File: src/rtl/vbuf_pkg.sv
// rtl/vbuf_pkg.sv - shared state type and buffer geometry for the vertical ifmap buffer
package vbuf_pkg;

  localparam int COL_NUM    = 32;
  localparam int FIFO_DEPTH = 4;

  typedef enum logic [2:0] {
    IDLE,
    RD,
    LD_WAIT,
    PE_WAIT,
    SHIFT,
    FIN
  } vbuf_state_e;

endpackage

File: src/rtl/vbuf_rd_lat_pipe.sv
// rtl/vbuf_rd_lat_pipe.sv - RD_LAT-stage delay line aligning glb_rd_en with returned GLB data
module vbuf_rd_lat_pipe #(
  parameter int RD_LAT = 2
) (
  input  logic clk,
  input  logic reset,
  input  logic strobe,
  output logic delayed
);

  logic [RD_LAT-1:0] stages;

  // Shift the read strobe through RD_LAT stages; reset empties the line.
  always_ff @(posedge clk) begin
    if (reset) begin
      stages <= '0;
    end else begin
      stages <= (stages << 1) | RD_LAT'(strobe);
    end
  end

  assign delayed = stages[RD_LAT-1];

endmodule

File: src/rtl/vbuf_ctrl.sv
// rtl/vbuf_ctrl.sv - per-tile GLB read / buffer load / shift-out sequencer (optional VBUF_CTRL_PERF_EN stall counter)
module vbuf_ctrl
  import vbuf_pkg::*;
#(
  parameter int RD_LAT = 2,
  parameter int ADDR_W = 16,
  parameter int TILE_W = 10
) (
  input  logic              clk,
  input  logic              reset,
  input  logic              start,
  input  logic [ADDR_W-1:0] cfg_base_addr,
  input  logic [TILE_W-1:0] cfg_num_tiles,
  input  logic              pe_ready,
  output logic              glb_rd_en,
  output logic [ADDR_W-1:0] glb_rd_addr,
  output logic              store_ifmap_f,
  output logic              ifmap_out_f,
  output logic              busy,
  output logic              done
`ifdef VBUF_CTRL_PERF_EN
  ,
  output logic [31:0]       perf_stall_cnt
`endif
);

  localparam int COL_W = $clog2(COL_NUM);
  localparam int CNT_W = 8;

  vbuf_state_e       state;
  vbuf_state_e       state_nx;
  logic [COL_W-1:0]  col;
  logic [TILE_W-1:0] tile;
  logic [TILE_W-1:0] num_tiles;
  logic [ADDR_W-1:0] addr;
  logic [CNT_W-1:0]  cnt;
  logic              col_last;
  logic              shift_last;
  logic              tile_last;

  assign col_last   = (col == COL_W'(COL_NUM - 1));
  assign shift_last = (cnt == CNT_W'(FIFO_DEPTH - 1));
  assign tile_last  = ((tile + TILE_W'(1)) == num_tiles);

  // State register.
  always_ff @(posedge clk) begin
    if (reset) begin
      state <= IDLE;
    end else begin
      state <= state_nx;
    end
  end

  // Next-state logic; LD_WAIT covers the read-latency tail so PE_WAIT lands on the last store.
  always_comb begin
    state_nx = state;
    case (state)
      IDLE: begin
        if (start) begin
          state_nx = (cfg_num_tiles == '0) ? FIN : RD;
        end
      end
      RD: begin
        if (col_last) begin
          state_nx = (RD_LAT > 1) ? LD_WAIT : PE_WAIT;
        end
      end
      LD_WAIT: begin
        if (cnt == CNT_W'(RD_LAT - 2)) begin
          state_nx = PE_WAIT;
        end
      end
      PE_WAIT: begin
        if (pe_ready) begin
          state_nx = SHIFT;
        end
      end
      SHIFT: begin
        if (shift_last) begin
          state_nx = tile_last ? FIN : RD;
        end
      end
      FIN: begin
        state_nx = IDLE;
      end
      default: begin
        state_nx = IDLE;
      end
    endcase
  end

  // Config capture, column/tile counters and the running GLB address (base + tile*COL_NUM + col).
  always_ff @(posedge clk) begin
    if (reset) begin
      addr      <= '0;
      num_tiles <= '0;
      tile      <= '0;
      col       <= '0;
      cnt       <= '0;
    end else begin
      case (state)
        IDLE: begin
          if (start) begin
            addr      <= cfg_base_addr;
            num_tiles <= cfg_num_tiles;
            tile      <= '0;
            col       <= '0;
            cnt       <= '0;
          end
        end
        RD: begin
          addr <= addr + ADDR_W'(1);
          col  <= col_last ? '0 : col + COL_W'(1);
          cnt  <= '0;
        end
        LD_WAIT: begin
          cnt <= cnt + CNT_W'(1);
        end
        PE_WAIT: begin
          cnt <= '0;
        end
        SHIFT: begin
          if (shift_last) begin
            cnt  <= '0;
            tile <= tile + TILE_W'(1);
          end else begin
            cnt <= cnt + CNT_W'(1);
          end
        end
        default: begin
          cnt <= '0;
        end
      endcase
    end
  end

  vbuf_rd_lat_pipe #(
    .RD_LAT (RD_LAT)
  ) u_rd_lat_pipe (
    .clk     (clk),
    .reset   (reset),
    .strobe  (glb_rd_en),
    .delayed (store_ifmap_f)
  );

  assign glb_rd_en   = (state == RD);
  assign glb_rd_addr = addr;
  assign ifmap_out_f = (state == SHIFT);
  assign busy        = (state != IDLE);
  assign done        = (state == FIN);

`ifdef VBUF_CTRL_PERF_EN
  // Saturating count of PE_WAIT cycles spent with the PE array not ready.
  always_ff @(posedge clk) begin
    if (reset) begin
      perf_stall_cnt <= '0;
    end else if (state == IDLE && start) begin
      perf_stall_cnt <= '0;
    end else if (state == PE_WAIT && !pe_ready && perf_stall_cnt != '1) begin
      perf_stall_cnt <= perf_stall_cnt + 32'd1;
    end
  end
`endif

endmodule

File: config.mk
export PLATFORM = sky130hd
export DESIGN_NAME = vbuf_ctrl
export DESIGN_NICKNAME = d
export VERILOG_FILES = /design/src/rtl/vbuf_pkg.sv /design/src/rtl/vbuf_rd_lat_pipe.sv /design/src/rtl/vbuf_ctrl.sv
export SDC_FILE = /design/constraint.sdc
export NUM_CORES = 1
export LEC_CHECK = 0
export BUFFER_PORTS_ARGS = -buffer_cell sky130_fd_sc_hd__buf_2
export CORE_MARGIN = 5
export CORE_UTILIZATION = 45
export DETAILED_ROUTE_END_ITERATION = 16
export GPL_TIMING_DRIVEN = 0
export HOLD_SLACK_MARGIN = 0.06
export MAX_ROUTING_LAYER = met4
export PLACE_DENSITY = 0.73
export SETUP_SLACK_MARGIN = 0.3
export SYNTH_ARGS = -nofsm -noshare
export SYNTH_HDL_FRONTEND = slang
export SYNTH_SLANG_ARGS = --single-unit
File: constraint.sdc
create_clock -name clk -period 1.9 [get_ports clk]
set_input_delay 0.285 -clock clk [delete_from_list [all_inputs] [get_ports clk]]
set_output_delay 0.285 -clock clk [all_outputs]
set_load 0.02 [all_outputs]
==> flow_metrics.py <==
metrics = {
    "critical_path": {
        "startpoint_type": "register",
        "critPathKind": "reg2reg",
        "cp.arrival_ns": 2.26,
        "cp_num_buf_inv": 0,
        "critical_path.most_common_cell": "or4_4",
        "cp_max_fo": 5,
        "slowest_stage": "or4_4",
        "crit_chain": "or4_4 > nor3_4 > nand3_4 > or4_4 > a21oi_2",
        "cp-end-kind": "register",
        "r2r_slack_ns": -0.09,
        "path_delay_family": "simple AND/OR/NAND/NOR gates",
        "required_ns": 2.17,
        "crit_path_max_incr_delay_ns": 0.54,
    },
    "flow_run": {
        "maxCapViolCount": 0,
    },
    "synthesis": {
        "ys_types": 51,
        "ys_seq_area_frac": 0.379,
        "yosysWarnings": 0,
        "syn_avg_cell_area_um2": 7.82,
        "dominantRegCellSynth": "dfxtp_1",
        "synth-edff-count": 0,
        "synth_area_um2": 2860,
        "ys_seq_elements": 54,
        "ys_async_sr_fraction": 0,
        "syn-num-nets": 401,
        "syn-instance-count": 365,
    },
    "sta": {
        "fin_crit_ns": 1.99,
        "rsz0062_at_grt": "yes",
        "finalMaxSlewViolations": 0,
        "relSlewSlack": 0.579,
        "skew_ns": 0.00939,
        "tns_ns": -0.832,
        "worst_pin_slew_ns": 0.632,
        "setup_ws_ns": -0.0927,
        "hold_violations": 0,
        "timing.fmax_ghz": 0.502,
        "finalSetupViolCount": 20,
        "fin_crit_sh": 1.05,
    },
    "die": {
        "die_area_um2": 8040,
        "start_util": 0.455,
        "rows": 29,
        "die_y_um": 89.7,
        "die_w_um": 89.7,
        "num_io_pins": 51,
        "core_area_um2": 6280,
    },
    "place": {
        "io_buffer_count": 49,
        "dpl.hpwl_um": 5340,
        "routabilityCongestion": 0.823,
        "place_inst": 491,
    },
    "cts": {
        "cts_tree": "yes",
        "cts.sinks": 54,
        "clkTransAtPathRegs_ns": 0.10,
        "htreeDepth": 2,
        "root_buffer": "clkbuf_8",
        "worstSkewPairLatency_ns": 0.33,
        "cts_buffer_depth": 2,
        "numCtsBuffers": 5,
    },
    "grt": {
        "grt_start_max_net_pins": 16,
        "grt_pass1_vias": 2877,
        "track_usage": 0.221,
        "grt_pass1_wl_um": 13600,
        "antenna_found_initial": 0,
        "overflow": 0,
    },
    "layout": {
        "num_antenna_cells": 0,
        "stdcell_count": 550,
        "seqCellArea_um2": 1120,
        "multiInputGateArea_um2": 2120,
        "layout.nets": 508,
        "fin_util": 0.703,
        "syn_to_final_growth_pct": 54.6,
        "drive_gt1_frac": 0.486,
        "fillCellCount": 435,
    },
    "power_and_ir_drop": {
        "ir_drop_mv": 0.488,
        "total_leakage_power_nw": 1.75,
        "power.density_nw_per_um2": 639,
    },
    "detailed_routing": {
        "num_vias": 3285,
        "drt_iter0_markers": 199,
        "final_antenna_net_count": 0,
        "drt-wirelength-per-cell_um": 17.6,
        "drc": 0,
        "drtPass1Iterations": 6,
        "vias_per_cell": 5.97,
        "drt-total-wl_um": 9710,
    },
    "outcome": {
        "violations": "negative setup slack",
        "status": "complete, but fails checks",
    },
    "min_path": {
        "holdCritPathClass": "in2reg",
    },
}
==> power breakdown <==
group,leakage [nW],internal [mW],switching (mW)
registers,0.450,1.19,0.0882
logic,1.26,0.401,0.442
clock network,0.0482,0.296,0.404
==> cells in the mapped netlist (6+ instances only) <==
cell type  instances  share of area
clkbuf_1          13          0.017
inv_1              9          0.012
nor4_1             8          0.018
nand2_1           42          0.055
nor3_1             6          0.011
a21oi_1           45          0.079
dfxtp_1           54           0.38
nand3_1           18          0.032
nor2_1            52          0.068
and3_1             8          0.018
o21ai_0           16          0.028
ha_1               6          0.026
xor2_1            11          0.034
or3_1              6          0.013
xnor2_1            7          0.021
==> layout by cell type, fill, tap and decap left out, drive strengths merged, types with 5 or more instances in the layout <==
master,n
buf,104
dfxtp,54
nor2,52
a21oi,45
nand2,42
nand3,21
clkbuf,19
o21ai,16
xor2,11
nor4,9
inv,9
and3,8
xnor2,7
or3,7
nor3,7
ha,6
a31oi,5
==> cell families (layout without fill, tap and decap cells) <==
logic type	Yosys count	after routing	synth area share
AOI/OAI and AO/OA	87	87	0.180
buffers and inverters	26	133	0.0416
DFF	54	54	0.379
muxes	3	3	0.0105
adders and majority gates	6	6	0.0263
and+or+nand+nor	171	172	0.308
xor gates and xnor gates	18	18	0.0552
==> state kept, by name, summed over array words and instances, names as in the netlist <==
register              flops
col                       5
num_tiles                10
cnt                       8
state                     3
u_rd_lat_pipe.stages      2
glb_rd_addr              16
tile                     10
==> what timing repair did <==
item / CTS / global route
pin swaps: 21 / 25
endpoints found under the setup margin: 55 / 56
gates cloned: 1 / 1
gates resized for setup: 82 / 94
hold buffers: 0 / 0
buffers inserted: 29 / 20
==> metal layers <==
layer / global-route usage / wire (um) / vias up
li1: - / - / 1525
met1: 0.272 / 4030 / 1594
met2: 0.363 / 4900 / 141
met3: 0.0401 / 547 / 25
met4: 0.0798 / 235 / 0
met5: - / 0 / -
==> worst min-delay path: stages <==
cell and delay (ns):
buf_2 0.07, a21oi_1 0.05, nor2_1 0.07
==> per-stage QoR <==
stage / hold WS, ns / instance area [um2] / setup WS, ns / power, mW
after global routing: 0.189 / 4410 / -0.172 / 2.95
final: 0.182 / 4410 / -0.0927 / 2.82
after detailed placement: 0.449 / 3310 / -0.256 / 1.78
after floorplan: 0.414 / 2970 / 0.0220 / 1.62
after CTS: 0.192 / 3910 / -0.0466 / 2.64
after global placement: 0.449 / 3310 / -0.213 / 1.78
==> final timing paths <==
path                                start                      end  depth (start not counted)
setup / recovery                   cnt[7]                  tile[7]                          5
hold / removal           cfg_base_addr[7]           glb_rd_addr[7]                          3
setup reg to reg                   cnt[7]                  tile[7]                          5
hold reg to reg   u_rd_lat_pipe.stages[0]  u_rd_lat_pipe.stages[1]                          1
==> area by class of cell <==
class / count / share of cell area
Multi-Input combinational cell: 286 / 0.481
Sequential cell: 54 / 0.253
Timing Repair Buffer: 99 / 0.168
Buffer: 17 / 0.0431
Tap cell: 77 / 0.0218
Clock buffer: 7 / 0.0196
Inverter: 9 / 0.0111
Clock inverter: 1 / 0.00113
Power figures use the tool's default switching activity.
